$ cat src/rtl/sfu_multibank.sv
// sfu_multibank: multi-slot saturating psum accumulator between the MAC array
// columns and the output SRAM write path. Each slot holds `col` signed acc_bw
// lanes; readout applies optional ReLU and narrows to psum_bw with saturation.
// Optional feature macro: SFU_OVF_STICKY_EN adds a sticky overflow flag ovf_o.
module sfu_multibank #(
  parameter int unsigned col     = 8,
  parameter int unsigned psum_bw = 16,
  parameter int unsigned acc_bw  = 20,
  parameter int unsigned depth   = 4,
  localparam int unsigned aw     = $clog2(depth)
) (
  input  logic                     clk,
  input  logic                     reset,
  input  logic                     acc_i,
  input  logic                     clr_i,
  input  logic [aw-1:0]            wr_addr_i,
  input  logic [psum_bw*col-1:0]   psum_in,
  input  logic                     rd_i,
  input  logic [aw-1:0]            rd_addr_i,
  input  logic                     relu_en_i,
  output logic                     valid_o,
  output logic [psum_bw*col-1:0]   psum_out
`ifdef SFU_OVF_STICKY_EN
  ,
  output logic                     ovf_o
`endif
);

  localparam logic [acc_bw-1:0]  ACC_MAX = {1'b0, {(acc_bw-1){1'b1}}};
  localparam logic [acc_bw-1:0]  ACC_MIN = {1'b1, {(acc_bw-1){1'b0}}};
  localparam logic [psum_bw-1:0] OUT_MAX = {1'b0, {(psum_bw-1){1'b1}}};
  localparam logic [psum_bw-1:0] OUT_MIN = {1'b1, {(psum_bw-1){1'b0}}};

  logic signed [acc_bw-1:0]  r_slot [depth][col];
  logic                      r_valid;
  logic [psum_bw*col-1:0]    r_psum_out;

  logic signed [acc_bw-1:0]  w_ext     [col];
  logic signed [acc_bw:0]    w_sum     [col];
  logic                      w_sat_acc [col];
  logic signed [acc_bw-1:0]  w_acc_nxt [col];
  logic signed [acc_bw-1:0]  w_rv      [col];
  logic [acc_bw-psum_bw:0]   w_hi      [col];
  logic                      w_sat_out [col];
  logic [psum_bw-1:0]        w_out_nxt [col];

  // Per-lane accumulate path (widened add + clamp) and readout path (ReLU + narrow)
  always_comb begin
    for (int c = 0; c < int'(col); c++) begin
      w_ext[c]     = acc_bw'($signed(psum_in[psum_bw*c +: psum_bw]));
      w_sum[c]     = (acc_bw+1)'(r_slot[wr_addr_i][c]) + (acc_bw+1)'(w_ext[c]);
      w_sat_acc[c] = w_sum[c][acc_bw] ^ w_sum[c][acc_bw-1];
      if (clr_i) begin
        w_acc_nxt[c] = w_ext[c];
      end else if (w_sat_acc[c]) begin
        w_acc_nxt[c] = w_sum[c][acc_bw] ? ACC_MIN : ACC_MAX;
      end else begin
        w_acc_nxt[c] = w_sum[c][acc_bw-1:0];
      end

      w_rv[c] = r_slot[rd_addr_i][c];
      if (relu_en_i && w_rv[c][acc_bw-1]) begin
        w_rv[c] = '0;
      end
      // Value fits psum_bw only when all bits from the output sign upward agree
      w_hi[c]      = w_rv[c][acc_bw-1:psum_bw-1];
      w_sat_out[c] = ~((&w_hi[c]) | ~(|w_hi[c]));
      if (w_sat_out[c]) begin
        w_out_nxt[c] = w_rv[c][acc_bw-1] ? OUT_MIN : OUT_MAX;
      end else begin
        w_out_nxt[c] = w_rv[c][psum_bw-1:0];
      end
    end
  end

`ifdef SFU_OVF_STICKY_EN
  logic w_any_acc_sat;
  logic w_any_out_sat;
  logic r_ovf;

  // Any-lane saturation detect; clr_i overwrites cannot overflow
  always_comb begin
    w_any_acc_sat = 1'b0;
    w_any_out_sat = 1'b0;
    for (int c = 0; c < int'(col); c++) begin
      w_any_acc_sat = w_any_acc_sat | w_sat_acc[c];
      w_any_out_sat = w_any_out_sat | w_sat_out[c];
    end
  end

  // Sticky overflow flag, cleared only by reset
  always_ff @(posedge clk) begin
    if (!reset) begin
      r_ovf <= 1'b0;
    end else if ((acc_i && !clr_i && w_any_acc_sat) || (rd_i && w_any_out_sat)) begin
      r_ovf <= 1'b1;
    end
  end

  assign ovf_o = r_ovf;
`endif

  // Slot storage and registered readout; read sees pre-update slot contents
  always_ff @(posedge clk) begin
    if (!reset) begin
      for (int d = 0; d < int'(depth); d++) begin
        for (int c = 0; c < int'(col); c++) begin
          r_slot[d][c] <= '0;
        end
      end
      r_valid    <= 1'b0;
      r_psum_out <= '0;
    end else begin
      if (acc_i) begin
        for (int c = 0; c < int'(col); c++) begin
          r_slot[wr_addr_i][c] <= w_acc_nxt[c];
        end
      end
      r_valid <= rd_i;
      if (rd_i) begin
        for (int c = 0; c < int'(col); c++) begin
          r_psum_out[psum_bw*c +: psum_bw] <= w_out_nxt[c];
        end
      end
    end
  end

  assign valid_o  = r_valid;
  assign psum_out = r_psum_out;

endmodule

$ cat config.mk
export PLATFORM = sky130hd
export DESIGN_NAME = sfu_multibank
export DESIGN_NICKNAME = d
export VERILOG_FILES = /design/src/rtl/sfu_multibank.sv
export SDC_FILE = /design/constraint.sdc
export NUM_CORES = 2
export LEC_CHECK = 0
export ABC_AREA = 1
export ABC_CLOCK_PERIOD_IN_PS = 7400
export BUFFER_PORTS_ARGS = -buffer_cell sky130_fd_sc_hd__buf_2
export CAP_MARGIN = 20
export CORE_UTILIZATION = 35
export CTS_CLUSTER_SIZE = 16
export DETAILED_ROUTE_END_ITERATION = 6
export SYNTH_ARGS = -nofsm -noshare
export SYNTH_HDL_FRONTEND = slang
export SYNTH_SLANG_ARGS = --single-unit
$ cat constraint.sdc
create_clock -name clk -period 7.4 [get_ports clk]
set_input_delay 0.74 -clock clk [delete_from_list [all_inputs] [get_ports clk]]
set_output_delay 0.74 -clock clk [all_outputs]
set_load 0.005 [all_outputs]
==> flow_metrics.py <==
metrics = {
    "synth": {
        "synth_nets": 6478,
        "async_reset_ff_share_pct": 0,
        "yosysTopAreaCell": "edfxtp_1",
        "synth_edf_count": 640,
        "synthesis.area_sq_mm": 0.0493,
        "ys_warn_count": 0,
        "yosys-top-cells-count": "1283 x nand2_1, 922 x nor2_1, 640 x edfxtp_1, 480 x o21ai_0, 470 x a21oi_1",
        "yosysSeqAreaShare_pct": 44.2,
        "ys_seq_elements": 769,
        "synth_area_leaders": "edfxtp_1 39%, nand2_1 9.8%, nor2_1 7.0%",
        "synthCells": 6172,
        "synth_top_cell_area_share_pct": 39.0,
        "synth_cell_types": 50,
        "synth_most_common_cell": "nand2_1",
        "synthFlopType": "edfxtp_1",
        "avgSynthCellArea_sq_um": 7.99,
    },
    "die": {
        "die-height_um": 377,
        "core_sq_mm": 0.140,
        "die_area_sq_mm": 0.142,
        "ios": 267,
        "start_util_pct": 35.3,
        "die-width_um": 377,
        "num_rows": 137,
    },
    "global_routing": {
        "grt_pass1_vias": 43600,
        "grt_use_total_pct": 23.8,
        "grt_overflow": 0,
        "grt_max_degree": 190,
        "antenna_found_initial": 16,
        "grt_first_pass_wirelength_um": 261000,
    },
    "hold_path": {
        "hp-class": "input port to flip-flop",
    },
    "clocking": {
        "clkTransAtPathRegs_ns": 0.06,
        "holdBufCountCts": 0,
        "clock_latency_ns": 0.71,
        "cts_tree": "done",
        "post_cts_resized": 0,
        "cts_made_buffers": 93,
        "cts_root_buffer": "clkbuf_16",
        "htreeDepth": 3,
        "cts_setup_buffers": 0,
        "clockBufferDepth": 3,
        "cts.sinks": 769,
    },
    "routing": {
        "drt_wl_total_um": 174000,
        "ant_nets": 0,
        "dr.pass1.iters": 7,
        "first_iter_violations": 4564,
        "wire_per_inst_um": 21.2,
        "via_per_inst": 5.52,
        "drc": 2,
        "vias": 45300,
    },
    "critical_path": {
        "path_delay_family": "simple AND/OR/NAND/NOR gates",
        "slowest_stage": "buf_4",
        "crit_path_max_fanout": 34,
        "end_kind": "flip-flop",
        "crit_type": "input port to flip-flop",
        "cpMostUsedCell": "nand2_1",
        "cp_cell_sequence": "buf_2, nor2_4, buf_4, a22oi_1, nand3_1, ha_1, inv_1, fa_1, inv_1, nand3_1, nand2_1, inv_1, o21ai_0, nand4_1, nand3_1, nand2_1, nand2_1, nand2_1, nand2_2, nor2_2",
        "startpoint_type": "input port",
        "cp.arrival_ns": 4.93,
        "cpPeakStageDelay_ns": 0.62,
        "worst-path-buf-inv": 5,
        "required_ns": 7.82,
    },
    "timing": {
        "finalMaxSlewViolations": 0,
        "fin_skew_ns": 0.0378,
        "rsz0062_at_grt": "false",
        "fmax_mhz": 222,
        "finalCritPeriodShare_pct": 61.0,
        "min_period_ns": 4.51,
        "worst_pin_slew_ns": 1.13,
        "tns_ns": 0,
        "hold_viol_final": 0,
        "setup_viol": 0,
        "max-slew-margin-rel_pct": 24.9,
    },
    "pwr": {
        "p_leak_nw": 23.9,
        "p_per_area_mw_per_mm2": 234,
        "vdd_drop_max_mv": 0.181,
        "finalPower_mw": 12.9,
    },
    "outcome": {
        "violations": "design-rule violations",
        "status": "finished with violations",
    },
    "final_layout": {
        "drive_above_1_share_pct": 14.3,
        "syn2layout_area_growth_pct": 11.9,
        "final_core_util_pct": 39.5,
        "fin_cells": 8201,
        "fillers": 14200,
        "final_cell_area_sq_mm": 0.0552,
        "layout.nets": 6544,
    },
    "place": {
        "place_inst": 8019,
        "numPortBuffers": 266,
        "place_congestion": 0.945,
        "dp.final_hpwl_um": 111000,
        "postPlaceCellArea_sq_mm": 0.0520,
    },
    "flow_run": {
        "maxCapViolCount": 0,
    },
}
registers in the layout, summed over array words and instances (netlist names):
register  cells
r_slot      640
psum_out    128
valid_o       1
cell type report:
cell class              count  area [sq um]  share of cell area [%]
multi-input cells        4646         24400                    44.2
clock buffers             136          2730                    4.94
diodes                      7          17.5                  0.0318
clock inverters            39           392                   0.710
repair buffers            323          1970                    3.57
well taps                1876          2350                    4.26
flip-flops and latches    769         21800                    39.5
inverters                 405          1540                    2.80
logic make-up (layout without fill, tap and decap cells):
kind of cell               count (synthesis)  after routing  share of synthesized area, %
other                                      0              7                             0
and+or+nand+nor                         2950           2950                          26.2
DFF                                      769            769                          44.2
adders and majority gates                168            168                          4.39
AOI/OAI and AO/OA                       1416           1416                          16.6
buffers and inverters                    757            903                          6.53
xor gates and xnor gates                 112            112                          1.99
per-stage QoR:
| stage | hold slack [ns] | setup slack, ns |
|---|---|---|
| 2_1_floorplan | 0.462 | 1.55 |
| 3_3_place_gp | 0.457 | 2.35 |
| 3_5_place_dp | 0.462 | 2.35 |
| 4_1_cts | 0.399 | 3.09 |
| 5_1_grt | 0.460 | 2.74 |
| 6_report | 0.445 | 2.89 |
worst register-to-register path, stage by stage, from the launching register on:
cell and delay [ns]:
edfxtp_1 0.38, a22oi_1 0.19, inv_1 0.07, a221oi_1 0.52
inv_1 0.12, ha_1 0.30, nand2_1 0.08, o21ai_2 0.28
nand3_1 0.16, nand3_1 0.11, nand2_1 0.06, nand2_2 0.10
nand2_2 0.28, nand2_1 0.17, nand2_1 0.07, nand2_1 0.14
nor2_1 0.06
layout by cell type (no fill, tap or decap), types with 107 or more instances in the layout:
| master | netlist | final |
|---|---|---|
| ha_1 | 160 | 160 |
| buf_2 | 52 | 262 |
| nand2_2 | 137 | 138 |
| dfxtp_1 | 129 | 129 |
| or2_2 | 107 | 107 |
| inv_1 | 375 | 375 |
| edfxtp_1 | 640 | 640 |
| a22oi_1 | 236 | 236 |
| nand2_1 | 1283 | 1274 |
| o21ai_0 | 480 | 480 |
| a21oi_1 | 470 | 470 |
| nand3_1 | 269 | 269 |
| o22ai_1 | 109 | 109 |
| nor2_1 | 922 | 919 |
layer usage:
| layer | up-vias | part of all wire [%] | routed length (um) | global-route usage, % |
|---|---|---|---|---|
| li1 | 21300 | - | - | - |
| met1 | 22000 | 43 | 75500 | 32.1 |
| met2 | 1831 | 47 | 81300 | 39.3 |
| met3 | 238 | 7.4 | 12800 | 3.41 |
| met4 | 4 | 2.3 | 4050 | 6.79 |
| met5 | - | 0.012 | 20 | 0 |
path summary, 6_finish.rpt:
kind / to / from / slack, ns / cells past startpoint
max: r_slot[1][114] / wr_addr_i[0] / 2.89 / 20
max reg2reg: r_slot[0][84] / r_slot[0][81] / 4.04 / 16
min: valid_o / rd_i / 0.45 / 3
min reg2reg: psum_out[79] / psum_out[79] / 0.48 / 2
where the power goes:
part           switching, mW  internal (mW)  total (mW)
Sequential             0.149           4.98        5.13
Clock                   1.94           2.77        4.71
Combinational           2.14          0.947        3.09
Power figures use the tool's default switching activity.
